--- config.mk ---
export PLATFORM = sky130hd
export DESIGN_NAME = ram_readback_unpacker_flat
export DESIGN_NICKNAME = d
export VERILOG_FILES = /design/src/rtl/ram_readback_unpacker_pkg.sv /design/src/rtl/ram_readback_unpacker_if.sv /design/src/rtl/ram_readback_unpacker_burst_slot_mux.sv /design/src/rtl/ram_readback_unpacker.sv /design/src/flat_wrapper.sv
export SDC_FILE = /design/constraint.sdc
export NUM_CORES = 1
export LEC_CHECK = 0
export CAP_MARGIN = 10
export CORE_ASPECT_RATIO = 0.6
export CORE_MARGIN = 4
export CORE_UTILIZATION = 54
export DETAILED_ROUTE_END_ITERATION = 7
export PLACE_DENSITY_LB_ADDON = 0.05
export SYNTH_ARGS = -nofsm -noshare
export SYNTH_HDL_FRONTEND = slang
export SYNTH_HIERARCHICAL = 1
export SYNTH_SLANG_ARGS = --single-unit
export TNS_END_PERCENT = 30
--- constraint.sdc ---
create_clock -name clk -period 5.6 [get_ports clk]
set_clock_uncertainty 0.1 [all_clocks]
set_input_delay 0.56 -clock clk [delete_from_list [all_inputs] [get_ports clk]]
set_output_delay 0.56 -clock clk [all_outputs]
set_load 0.02 [all_outputs]
--- src/rtl/ram_readback_unpacker_pkg.sv ---
// Shared definitions for the capture-RAM readback unpacker.
// Holds the operand/sample geometry, the RAM word layout, the FSM state
// encoding and the widths derived from them.
package ram_readback_unpacker_pkg;

  localparam int no_of_digits            = 10;
  localparam int radix_bits              = 3;
  localparam int burst_index             = 5;
  localparam int address_width           = 14;
  localparam int max_ram_address_default = 4096;
  localparam int ram_latency_default     = 2;

  // One unpacked sample is {cout, dout}; a RAM word packs burst_index of them.
  localparam int sample_w = (no_of_digits + 1) * radix_bits;
  localparam int word_w   = sample_w * burst_index;
  localparam int index_w  = address_width + 3;
  localparam int slot_w   = (burst_index > 1) ? $clog2(burst_index) : 1;

  typedef logic [sample_w-1:0] sample_t;
  typedef logic [word_w-1:0]   word_t;

  typedef enum logic [2:0] {
    IDLE,
    READ,
    WAIT,
    EMIT,
    DONE
  } state_t;

endpackage

--- src/rtl/ram_readback_unpacker_if.sv ---
// RAM read bus plus sample stream of the readback unpacker.
//   ram_addr      read address towards the capture RAM
//   mem_read      RAM read data (burst word)
//   sample_out    one unpacked sample
//   sample_valid  sample_out holds a sample
//   sample_ready  consumer accepts when valid & ready
//   sample_index  running 0-based sample number
// master: the unpacker side. slave: the RAM + result-export side.
interface ram_readback_unpacker_if;
  import ram_readback_unpacker_pkg::*;

  logic [address_width-1:0] ram_addr;
  word_t                    mem_read;
  sample_t                  sample_out;
  logic                     sample_valid;
  logic                     sample_ready;
  logic [index_w-1:0]       sample_index;

  modport master (
    output ram_addr, sample_out, sample_valid, sample_index,
    input  mem_read, sample_ready
  );

  modport slave (
    input  ram_addr, sample_out, sample_valid, sample_index,
    output mem_read, sample_ready
  );
endinterface

--- src/rtl/ram_readback_unpacker_burst_slot_mux.sv ---
// Hold register for one RAM burst word plus a combinational slot selector.
//   clk      RAM-domain clock
//   reset_n  synchronous active-low reset, clears the hold register
//   load     capture word_in into the hold register
//   word_in  RAM read data
//   slot     slot number to present (0 = lowest bits)
//   sample   selected slot of the held word
module ram_readback_unpacker_burst_slot_mux
  import ram_readback_unpacker_pkg::*;
(
  input  logic              clk,
  input  logic              reset_n,
  input  logic              load,
  input  word_t             word_in,
  input  logic [slot_w-1:0] slot,
  output sample_t           sample
);

  word_t   hold_reg;
  sample_t slot_arr [burst_index];

  always_ff @(posedge clk) begin
    if (!reset_n) begin
      hold_reg <= '0;
    end else if (load) begin
      hold_reg <= word_in;
    end
  end

  generate
    for (genvar gi = 0; gi < burst_index; gi++) begin : g_slot
      assign slot_arr[gi] = hold_reg[gi*sample_w +: sample_w];
    end
  endgenerate

  // Compare-based select keeps unused slot codes from indexing past the array.
  always_comb begin
    sample = '0;
    for (int i = 0; i < burst_index; i++) begin
      if (slot == slot_w'(i)) begin
        sample = slot_arr[i];
      end
    end
  end

endmodule

--- src/rtl/ram_readback_unpacker.sv ---
// Drains the capture RAM after a test run: reads words in address order,
// splits each into burst_index samples (slot 0 first) and streams them with
// a valid/ready handshake to the result-export path.
//   clk      RAM-domain clock
//   reset_n  synchronous active-low reset
//   start    begin a drain (only honoured in IDLE or DONE)
//   bus      RAM read bus and sample stream (master side)
//   busy     high from start acceptance until DONE
//   done     high while in DONE
module ram_readback_unpacker
  import ram_readback_unpacker_pkg::*;
#(
  parameter int max_ram_address = max_ram_address_default,
  parameter int ram_latency     = ram_latency_default
) (
  input  logic                    clk,
  input  logic                    reset_n,
  input  logic                    start,
  ram_readback_unpacker_if.master bus,
  output logic                    busy,
  output logic                    done
);

  localparam int wait_w = $clog2(ram_latency + 1);
  localparam logic [address_width-1:0] last_addr = address_width'(max_ram_address - 1);
  localparam logic [slot_w-1:0]        last_slot = slot_w'(burst_index - 1);

  state_t                   state_reg, state_next;
  logic [address_width-1:0] addr_reg, addr_next;
  logic [index_w-1:0]       index_reg, index_next;
  logic [slot_w-1:0]        slot_reg, slot_next;
  logic [wait_w-1:0]        wait_reg, wait_next;
  logic                     load_hold;

  always_ff @(posedge clk) begin
    if (!reset_n) begin
      state_reg <= IDLE;
      addr_reg  <= '0;
      index_reg <= '0;
      slot_reg  <= '0;
      wait_reg  <= '0;
    end else begin
      state_reg <= state_next;
      addr_reg  <= addr_next;
      index_reg <= index_next;
      slot_reg  <= slot_next;
      wait_reg  <= wait_next;
    end
  end

  always_comb begin
    state_next = state_reg;
    addr_next  = addr_reg;
    index_next = index_reg;
    slot_next  = slot_reg;
    wait_next  = wait_reg;
    load_hold  = 1'b0;
    case (state_reg)
      IDLE, DONE: begin
        if (start) begin
          state_next = READ;
          addr_next  = '0;
          index_next = '0;
        end
      end
      READ: begin
        // Address is already on ram_addr; wait out the RAM pipeline.
        wait_next  = wait_w'(ram_latency - 1);
        state_next = WAIT;
      end
      WAIT: begin
        if (wait_reg == '0) begin
          load_hold  = 1'b1;
          slot_next  = '0;
          state_next = EMIT;
        end else begin
          wait_next = wait_reg - 1'b1;
        end
      end
      EMIT: begin
        if (bus.sample_ready) begin
          index_next = index_reg + 1'b1;
          if (slot_reg == last_slot) begin
            if (addr_reg == last_addr) begin
              state_next = DONE;
            end else begin
              addr_next  = addr_reg + 1'b1;
              state_next = READ;
            end
          end else begin
            slot_next = slot_reg + 1'b1;
          end
        end
      end
      default: state_next = IDLE;
    endcase
  end

  ram_readback_unpacker_burst_slot_mux u_slot_mux (
    .clk     (clk),
    .reset_n (reset_n),
    .load    (load_hold),
    .word_in (bus.mem_read),
    .slot    (slot_reg),
    .sample  (bus.sample_out)
  );

  assign bus.ram_addr     = addr_reg;
  assign bus.sample_index = index_reg;
  assign bus.sample_valid = (state_reg == EMIT);
  assign busy             = (state_reg == READ) || (state_reg == WAIT) || (state_reg == EMIT);
  assign done             = (state_reg == DONE);

endmodule

--- src/flat_wrapper.sv ---
// flat-port wrapper written by rule: the top's interface ports become plain ports
module ram_readback_unpacker_flat import ram_readback_unpacker_pkg::*;
#(
  parameter int max_ram_address = max_ram_address_default,
  parameter int ram_latency     = ram_latency_default
)
  (clk, reset_n, start, busy, done, bus_ram_addr, bus_sample_out, bus_sample_valid, bus_sample_index, bus_mem_read, bus_sample_ready);
  ram_readback_unpacker_if bus_i ();
  input  logic clk;
  input  logic reset_n;
  input  logic start;
  output logic busy;
  output logic done;
  output wire logic [$bits(bus_i.ram_addr)-1:0] bus_ram_addr;
  output wire logic [$bits(bus_i.sample_out)-1:0] bus_sample_out;
  output wire logic [$bits(bus_i.sample_valid)-1:0] bus_sample_valid;
  output wire logic [$bits(bus_i.sample_index)-1:0] bus_sample_index;
  input wire logic [$bits(bus_i.mem_read)-1:0] bus_mem_read;
  input wire logic [$bits(bus_i.sample_ready)-1:0] bus_sample_ready;
  assign bus_ram_addr = bus_i.ram_addr;
  assign bus_sample_out = bus_i.sample_out;
  assign bus_sample_valid = bus_i.sample_valid;
  assign bus_sample_index = bus_i.sample_index;
  assign bus_i.mem_read = bus_mem_read;
  assign bus_i.sample_ready = bus_sample_ready;
  ram_readback_unpacker #(.max_ram_address(max_ram_address), .ram_latency(ram_latency)) u_core (.clk(clk), .reset_n(reset_n), .start(start), .bus(bus_i), .busy(busy), .done(done));
endmodule
# After elaboration in Yosys (flattened, before gate mapping)
# Cells that the tools add are included.
[classes] n_addsub=4 n_mux=27 reduce_logical=14 eq_ne=16
[ops] operator="two-way mux 33 bit" count=5
[ops] operator="two-way mux 14 bit" count=4
[ops] operator="two-way mux 17 bit" count=2
[ops] operator="one-hot mux 17 bit (2 select lines)" count=1
[ops] operator="one-hot mux 14 bit (2 select lines)" count=1
[ops] operator="two-way mux 3 bit" count=8
[ops] operator="adder 17 x 1 -> 17 bit (second input constant)" count=1
[ops] operator="adder 14 x 1 -> 14 bit (second input constant)" count=1
[ops] operator="== test 14 x 12 -> 1 bit (second input constant)" count=1
[ops] operator="== test 3 x 2 -> 1 bit (second input constant)" count=4
[ops] operator="one-hot mux 3 bit (4 select lines)" count=1
[ops] operator="inequality test 2 bit (second input constant)" count=4
[ops] operator="AND reduction 4 bit" count=2
[ops] operator="== test 3 x 1 -> 1 bit (second input constant)" count=2
[ops] operator="== test 3 bit (second input constant)" count=2
[ops] operator="logical NOT 3 bit" count=2
[ops] operator="inequality test 2 x 1 -> 1 bit (second input constant)" count=3
[ops] operator="one-hot mux 3 bit (2 select lines)" count=1
[ops] operator="nonzero test 2 bit" count=3
[ops] operator="AND reduction 5 bit" count=1
[ops] operator="one-hot mux 2 bit (2 select lines)" count=1
[ops] operator="adder 3 x 1 -> 3 bit (second input constant)" count=1
[ops] operator="AND reduction 3 bit" count=1
[ops] operator="logical NOT 2 bit" count=1
[ops] operator="6 further kinds" count=8
[word_totals] input_bits=169 output_inout_bits=67 elab_cells=67 regBits=204

# Depth between registers and ports, before layout
[depth] depth_word=6 ltp_mapped=9 depth_no_buf=7

# By module
# The synthesis kept the hierarchy.
[modules_own_cells] mod="ram_readback_unpacker_burst_slot_mux" n_inst=1 cells_per_inst=714 seq_area_each_um2=3303.2 area_each_um2=7453.4
[modules_own_cells] mod="ram_readback_unpacker" n_inst=1 cells_per_inst=251 seq_area_each_um2=780.7 area_each_um2=2040.7

# Least setup slack after synthesis
# No wires, ideal clock.
[synth_timing] kind="register to output" from="register u_core.slot_reg[0]" to="output bus_sample_out[10]" path_buffers=3 path_slack_ns=3.386 path_stages_with_launch=7 required_ns=4.940 arrival_ns=1.554 path_cell_list="dfxtp_1 buf_6 nor2b_1 clkbuf_1 buf_4 a32oi_1 a31oi_1"
[synth_between] elab_chain_len=6 elab_cells_between_ends=10 cone_classes="4 x eq/ne; 5 x mux; 1 x reduce/logical"
[synth_rtl] item="start: declaration" line_no="ram_readback_unpacker.sv:31" text="logic [slot_w-1:0] slot_reg, slot_next;"
[synth_rtl] item="start signal: assignment" line_no="ram_readback_unpacker.sv:46" text="slot_reg <= slot_next;"
[synth_rtl] item="logical NOT 3 bit" line_no="ram_readback_unpacker_burst_slot_mux.sv:40" text="if (slot == slot_w'(i)) begin"
[synth_rtl] item="two-way mux 33 bit (4 in a row)" line_no="ram_readback_unpacker_burst_slot_mux.sv:40"
[synth_rtl] item="two-way mux 33 bit (*)" line_no="ram_readback_unpacker_burst_slot_mux.sv:40"
[synth_rtl] item="end: declaration" line_no="flat_wrapper.sv:15" text="output wire logic [$bits(bus_i.sample_out)-1:0] bus_sample_out;"
# Every way passes the cells marked *; elsewhere a longest branch is shown, timed or not.

# Worst setup path in the final report
[layout_timing] from="register u_core.slot_reg[1]" to="output bus_sample_out[2]"
# The elaborated chain is that of the path after synthesis.

==> results.cfg <==
[synthesis]
ys_seq_elements = 204
synth_top_family_by_area = multiplexers
synth-async-reset-ratio_pct = 0
synth_xor_area_share_pct = 1.29
synthSimpleGateAreaFrac_pct = 19.5
synth-compound-area-share_pct = 8.43
synthDistinctLibCells = 59
synth.area.mux_share_pct = 22.6
synthCells = 965
synth-edff-count = 0
synth_ff_type = dfxtp_1
synth.yosys.seq_area_share_pct = 43.0
synthesis.area_per_instance_um2 = 9.84
yosys_warnings = 6
synthAdderAreaFrac_pct = 0.659
syn-num-nets = 1139
netlist_area_um2 = 9490

[worst_setup_path]
reg2reg_slack_ns = 3.09
path_delay_family = flip-flops
endpoint_kind = output port
startpoint_type = flip-flop
r2r-start = u_core/wait_reg[0]
slowest_delay_ns = 1.02
worstSetupPathType = reg -> out
crit_path_top_delay_cell = dfxtp_2
crit_fanout = 40
cp.arrival_ns = 3.51
reg2reg_to = u_core/u_slot_mux/hold_reg[39]
critical_path_required_ns = 4.94
crit_chain = nor3b_4 > buf_8 > a32oi_1 > a31oi_1 > clkdlybuf4s50_1
worstRegToRegCells = 7
cp.depth = 5
critical_path_buf_inv_count = 2

[timing]
max_slew_margin_pct = 26.9
setup_viol = 0
fin_crit_ns = 4.17
finalHoldViolCount = 0
fmax_mhz = 240
rsz0062_at_grt = no
drv_slew = 0
tns_ns = 0
min_period_over_period_pct = 74.4
tightestPinTransition_ns = 1.10

[min_path]
worstHoldPathType = reg -> reg
hold_depth = 2
whs_endpoint = u_core/bus.sample_index[1]
min_from = u_core/bus.sample_index[1]

[clock_tree]
ctsHoldBuffers = 0
h-tree-depth = 1
cts-root-buf = clkbuf_16
cts.sinks = 204
cts_tree = yes
post_cts_buffers = 0
cts-buffers-inserted = 20
ctsResizeCount = 0
clk_pin_slew_worst_paths_ns = 0.06
clk_latency_ns = 0.49
cts_buffer_depth = 3

[layout]
drive_above_1_share_pct = 7.50
largest_register_ffs = 165
final_util_pct = 73.1
areaGrowthSynthToFinish_pct = 32.3
multi_input_area_um2 = 5000
final_common_cell = clkdlybuf4s50_1
finalNetCount = 1335
layout_common_cells = clkdlybuf4s50_1 (234), dfxtp_1 (202), mux2i_1 (166)
seq_area_um2 = 4090
num-fill-cells = 1325

[job]
cap_violations = 0

[routing]
wl_per_cell_um = 18.7
num_vias = 7659
wl_um = 26300
drtAntennaViolNets = 0
viasPerCell = 5.44
drt-initial-drc-count = 619
drc = 0
drtPass1Iterations = 5

[power]
p_leak_nw = 4.22
ir_worst_vdd_v = 0.000219
power_density_nw_per_um2 = 280

[global_routing]
grt_pass1_vias = 7305
antenna_found_initial = 5
gr-usage-all-layers_pct = 25.1
grt_max_degree = 140
grt_pass1_wl_um = 40300
overflow = 0

[die]
fp.dieW_um = 179
std_cell_rows = 37
core_um2 = 17200
die_h_um = 111
pin_count = 236
die-area_um2 = 19800
initial_core_util_pct = 55.3

[place]
place_hpwl_um = 18100
gp_congestion = 0.894
io_buffers = 235

[status]
outcome = finished clean
## cells in the mapped netlist, types with 4 or more instances
cell | count | share of area, %
a32oi_1 | 24 | 2.2
or3_1 | 4 | 0.26
buf_2 | 23 | 1.2
dfxtp_1 | 204 | 43
nand4_1 | 6 | 0.40
ha_1 | 5 | 0.66
clkbuf_1 | 34 | 1.3
mux2i_1 | 166 | 18
inv_1 | 25 | 0.99
a21oi_1 | 17 | 0.90
a31oi_1 | 28 | 1.8
buf_4 | 7 | 0.55
mux4_2 | 9 | 2.1
o21ai_0 | 18 | 0.95
mux2_2 | 25 | 3.0
o41ai_1 | 4 | 0.37
nand3_1 | 12 | 0.63
nor2_1 | 52 | 2.1
nor2b_1 | 166 | 11
nand2_1 | 55 | 2.2
nor3_1 | 14 | 0.74
xnor2_1 | 11 | 1.0
## kinds of logic after synthesis
logic type / count (synthesis)
AOI/OAI and AO/OA: 113
xor gates and xnor gates: 14
adders and majority gates: 5
buffers and inverters: 93
DFF: 204
muxes: 200
and+or+nand+nor: 336
## tightest hold or removal path, cell delays in order, from the launching register on
cell and delay (ns):
dfxtp_1 0.34, nand2_1 0.06, a21oi_1 0.05
## layout make-up
class / count / area share (%)
Tap cell: 234 / 2.33
Clock buffer: 27 / 4.52
Inverter: 25 / 0.747
Antenna cell: 1 / 0.0199
Sequential cell: 204 / 32.5
Timing Repair Buffer: 242 / 19.3
Clock inverter: 7 / 0.717
Multi-Input combinational cell: 668 / 39.8
## per-stage QoR
step	total power [W]	setup slack (ns)	instance area, µm²	hold WS [ns]	cells
after floorplan	0.00195	3.39	9490	0.367	965
after global placement	0.00217	1.82	11900	0.384	1371
after detailed placement	0.00218	1.71	11900	0.394	1371
after CTS	0.00354	1.14	12500	0.402	1405
after global routing	0.00366	1.30	12600	0.435	1407
final	0.00352	1.43	12600	0.401	1408
## layer usage
layer	wire length (µm)	part of all wire, %	GRT usage, %	vias up
li1	-	-	-	3762
met1	12700	48	38.3	3552
met2	10700	40	34.6	294
met3	2450	9.3	8.11	41
met4	441	1.7	4.97	10
met5	65	0.25	0	-
## worst max-delay path by stage
stage                  startpoint                  to  slack (ns)
2_1_floorplan  u_core/slot_reg[0]  bus_sample_out[10]        3.39
3_3_place_gp   u_core/slot_reg[1]  bus_sample_out[32]        1.82
3_5_place_dp   u_core/slot_reg[1]   bus_sample_out[2]        1.71
4_1_cts        u_core/slot_reg[1]   bus_sample_out[2]        1.14
5_1_grt        u_core/slot_reg[1]  bus_sample_out[19]        1.30
6_report       u_core/slot_reg[1]   bus_sample_out[2]        1.43
## report_power, final
group          switching [W]  internal, W  total, W
Clock               0.000560     0.000803   0.00136
Combinational       0.000252     0.000318  0.000570
Sequential         0.0000566      0.00153   0.00159
Total               0.000868      0.00265   0.00352
Power figures use the tool's default switching activity.
==> edit, RTL diff (same flow settings) <==
Change the package constant `address_width` from 14 to 12.
--- a/src/rtl/ram_readback_unpacker_pkg.sv
+++ b/src/rtl/ram_readback_unpacker_pkg.sv
@@ -7,5 +7,5 @@
   localparam int radix_bits              = 3;
   localparam int burst_index             = 5;
-  localparam int address_width           = 14;
+  localparam int address_width           = 12;
   localparam int max_ram_address_default = 4096;
   localparam int ram_latency_default     = 2;
Ports: changed (resized bus_ram_addr and bus_sample_index); port bits go from 236 to 232. No check against the original RTL was run, so the function may have changed too.
==> edit against the unedited design <==
Wire length shrank 4.3%; total power fell by 2.9%; via count is 2.4% lower; sequential cell count fell by 4; sequential share of layout area rose by 0.074 points; non-clock buffer count is 3 lower; synthesized area fell by 1.4%; final area is 2.2% lower; setup slack worse by 0.30 ns.
==> edit: results (changes against the unedited design) <==
* run status: finished, final reports clean, unchanged
* Non-Clock Buffer Area Fraction: 0.1951, was 0.1934
* Total GRT Usage: 0.2490, was 0.2513
* leakage dissipation: 4.163 nW, was 4.224 nW
* Reg-to-Reg End: u_core/u_slot_mux/hold_reg[74]$_SDFFE_PN0P_, was u_core/u_slot_mux/hold_reg[39]$_SDFFE_PN0P_
* min-delay src: u_core/wait_reg[1]$_SDFFE_PN0P_, was u_core/bus.sample_index[1]$_SDFFE_PN0P_
* number of inserted filler cells in the final layout: 1,225, was 1,325
* max incr delay on CP: 1.17 ns, was 1.02 ns
* gpl congestion: 0.8449, was 0.8940
* period utilisation layout: 0.7983, was 0.7439
* final net count: 1,302, was 1,335
* average wire per cell in the routed design: 18.40 µm, was 18.70 µm
* fraction of power consumed by the clock network: 0.351, was 0.387
* DR pass1 iterations: 6, was 5
* worst flop-to-flop path startpoint: u_core/state_reg[1]$_SDFFE_PN0P_, was u_core/wait_reg[0]$_SDFFE_PN0P_
* largest net degree at the start of global routing: 135, was 140
* FF-to-FF path depth: 6, was 7
* count of distinct cell types in the synthesized netlist: 56, was 59
* first-pass GRT wire length: 38,410 µm, was 40,330 µm
* area used by multi-input combinational logic: 4959 µm², was 4999 µm²
* number of signal-net buffers in the layout: 239, was 242
* vias in the first global route: 7,059, was 7,305
* share of post-route cells with drive strength above 1: 0.07713, was 0.07502
* Post-Syn Nets: 1,116, was 1,139
* port buffer count: 231, was 235
* Multi-input comb cells: 653, was 668
* endpoint of the most critical setup path: bus_sample_out[32], was bus_sample_out[2]
* DP HPWL: 17,120 µm, was 18,110 µm
* flop2flop setup slack: 2.64 ns, was 3.09 ns
* critical path arrival: 3.81 ns, was 3.51 ns
* clock sinks: 200, was 204
* CTS H-tree depth: 4, was 1
* Clock Buffer Count: 18, was 27
* peak supply drop: 0.1897 mV, was 0.2189 mV
* P_int: 2.478 mW, was 2.652 mW
* Iter 0 DRT Violations: 626, was 619
* mean post-synth cell area: 9.938 µm², was 9.838 µm²
* total detailed-routing wirelength: 25,190 µm, was 26,330 µm
* count of inverters not on the clock network in the layout: 17, was 25
* cell types with the highest counts after synthesis: dfxtp_1, nor2b_1, mux2i_1, was dfxtp_1, mux2i_1, nor2b_1
* antenna cell count: 0, was 1
* maximum count of clock buffers along a single path: 2, was 3
* share of total power in combinational logic: 0.185, was 0.162
* Tightest Pin Transition: 1.292 ns, was 1.097 ns
* largest cells by area after synthesis: dfxtp_1, mux2i_1, nor2b_1, unchanged
edit: per-stage QoR:
step / power [mW] / util / area (µm²)
5_1_grt: 3.557 / 0.7393 / 12290
4_1_cts: 3.434 / 0.7366 / 12240
2_1_floorplan: 2.002 / - / 9361
6_report: 3.419 / 0.7393 / 12290
3_5_place_dp: 2.242 / 0.7019 / 11670
3_3_place_gp: 2.233 / 0.7019 / 11670
edit: layer usage:
layer	track usage	share of wire
met5	0	0.0021
met4	0.06564	0.013
met1	0.3646	0.49
met2	0.3587	0.41
met3	0.07294	0.083
edit: logic make-up after synthesis:
| kind of cell | Yosys count | synth area share |
|---|---|---|
| AND/OR/NAND/NOR | 320 | 0.1950 |
| adder cells (fa/ha/maj) | 5 | 0.006683 |
| multiplexers | 201 | 0.2303 |
| flip-flops | 200 | 0.4277 |
| buffers and inverters | 89 | 0.04437 |
| AO/OA/AOI/OAI | 119 | 0.08848 |
| XOR/XNOR | 8 | 0.007485 |
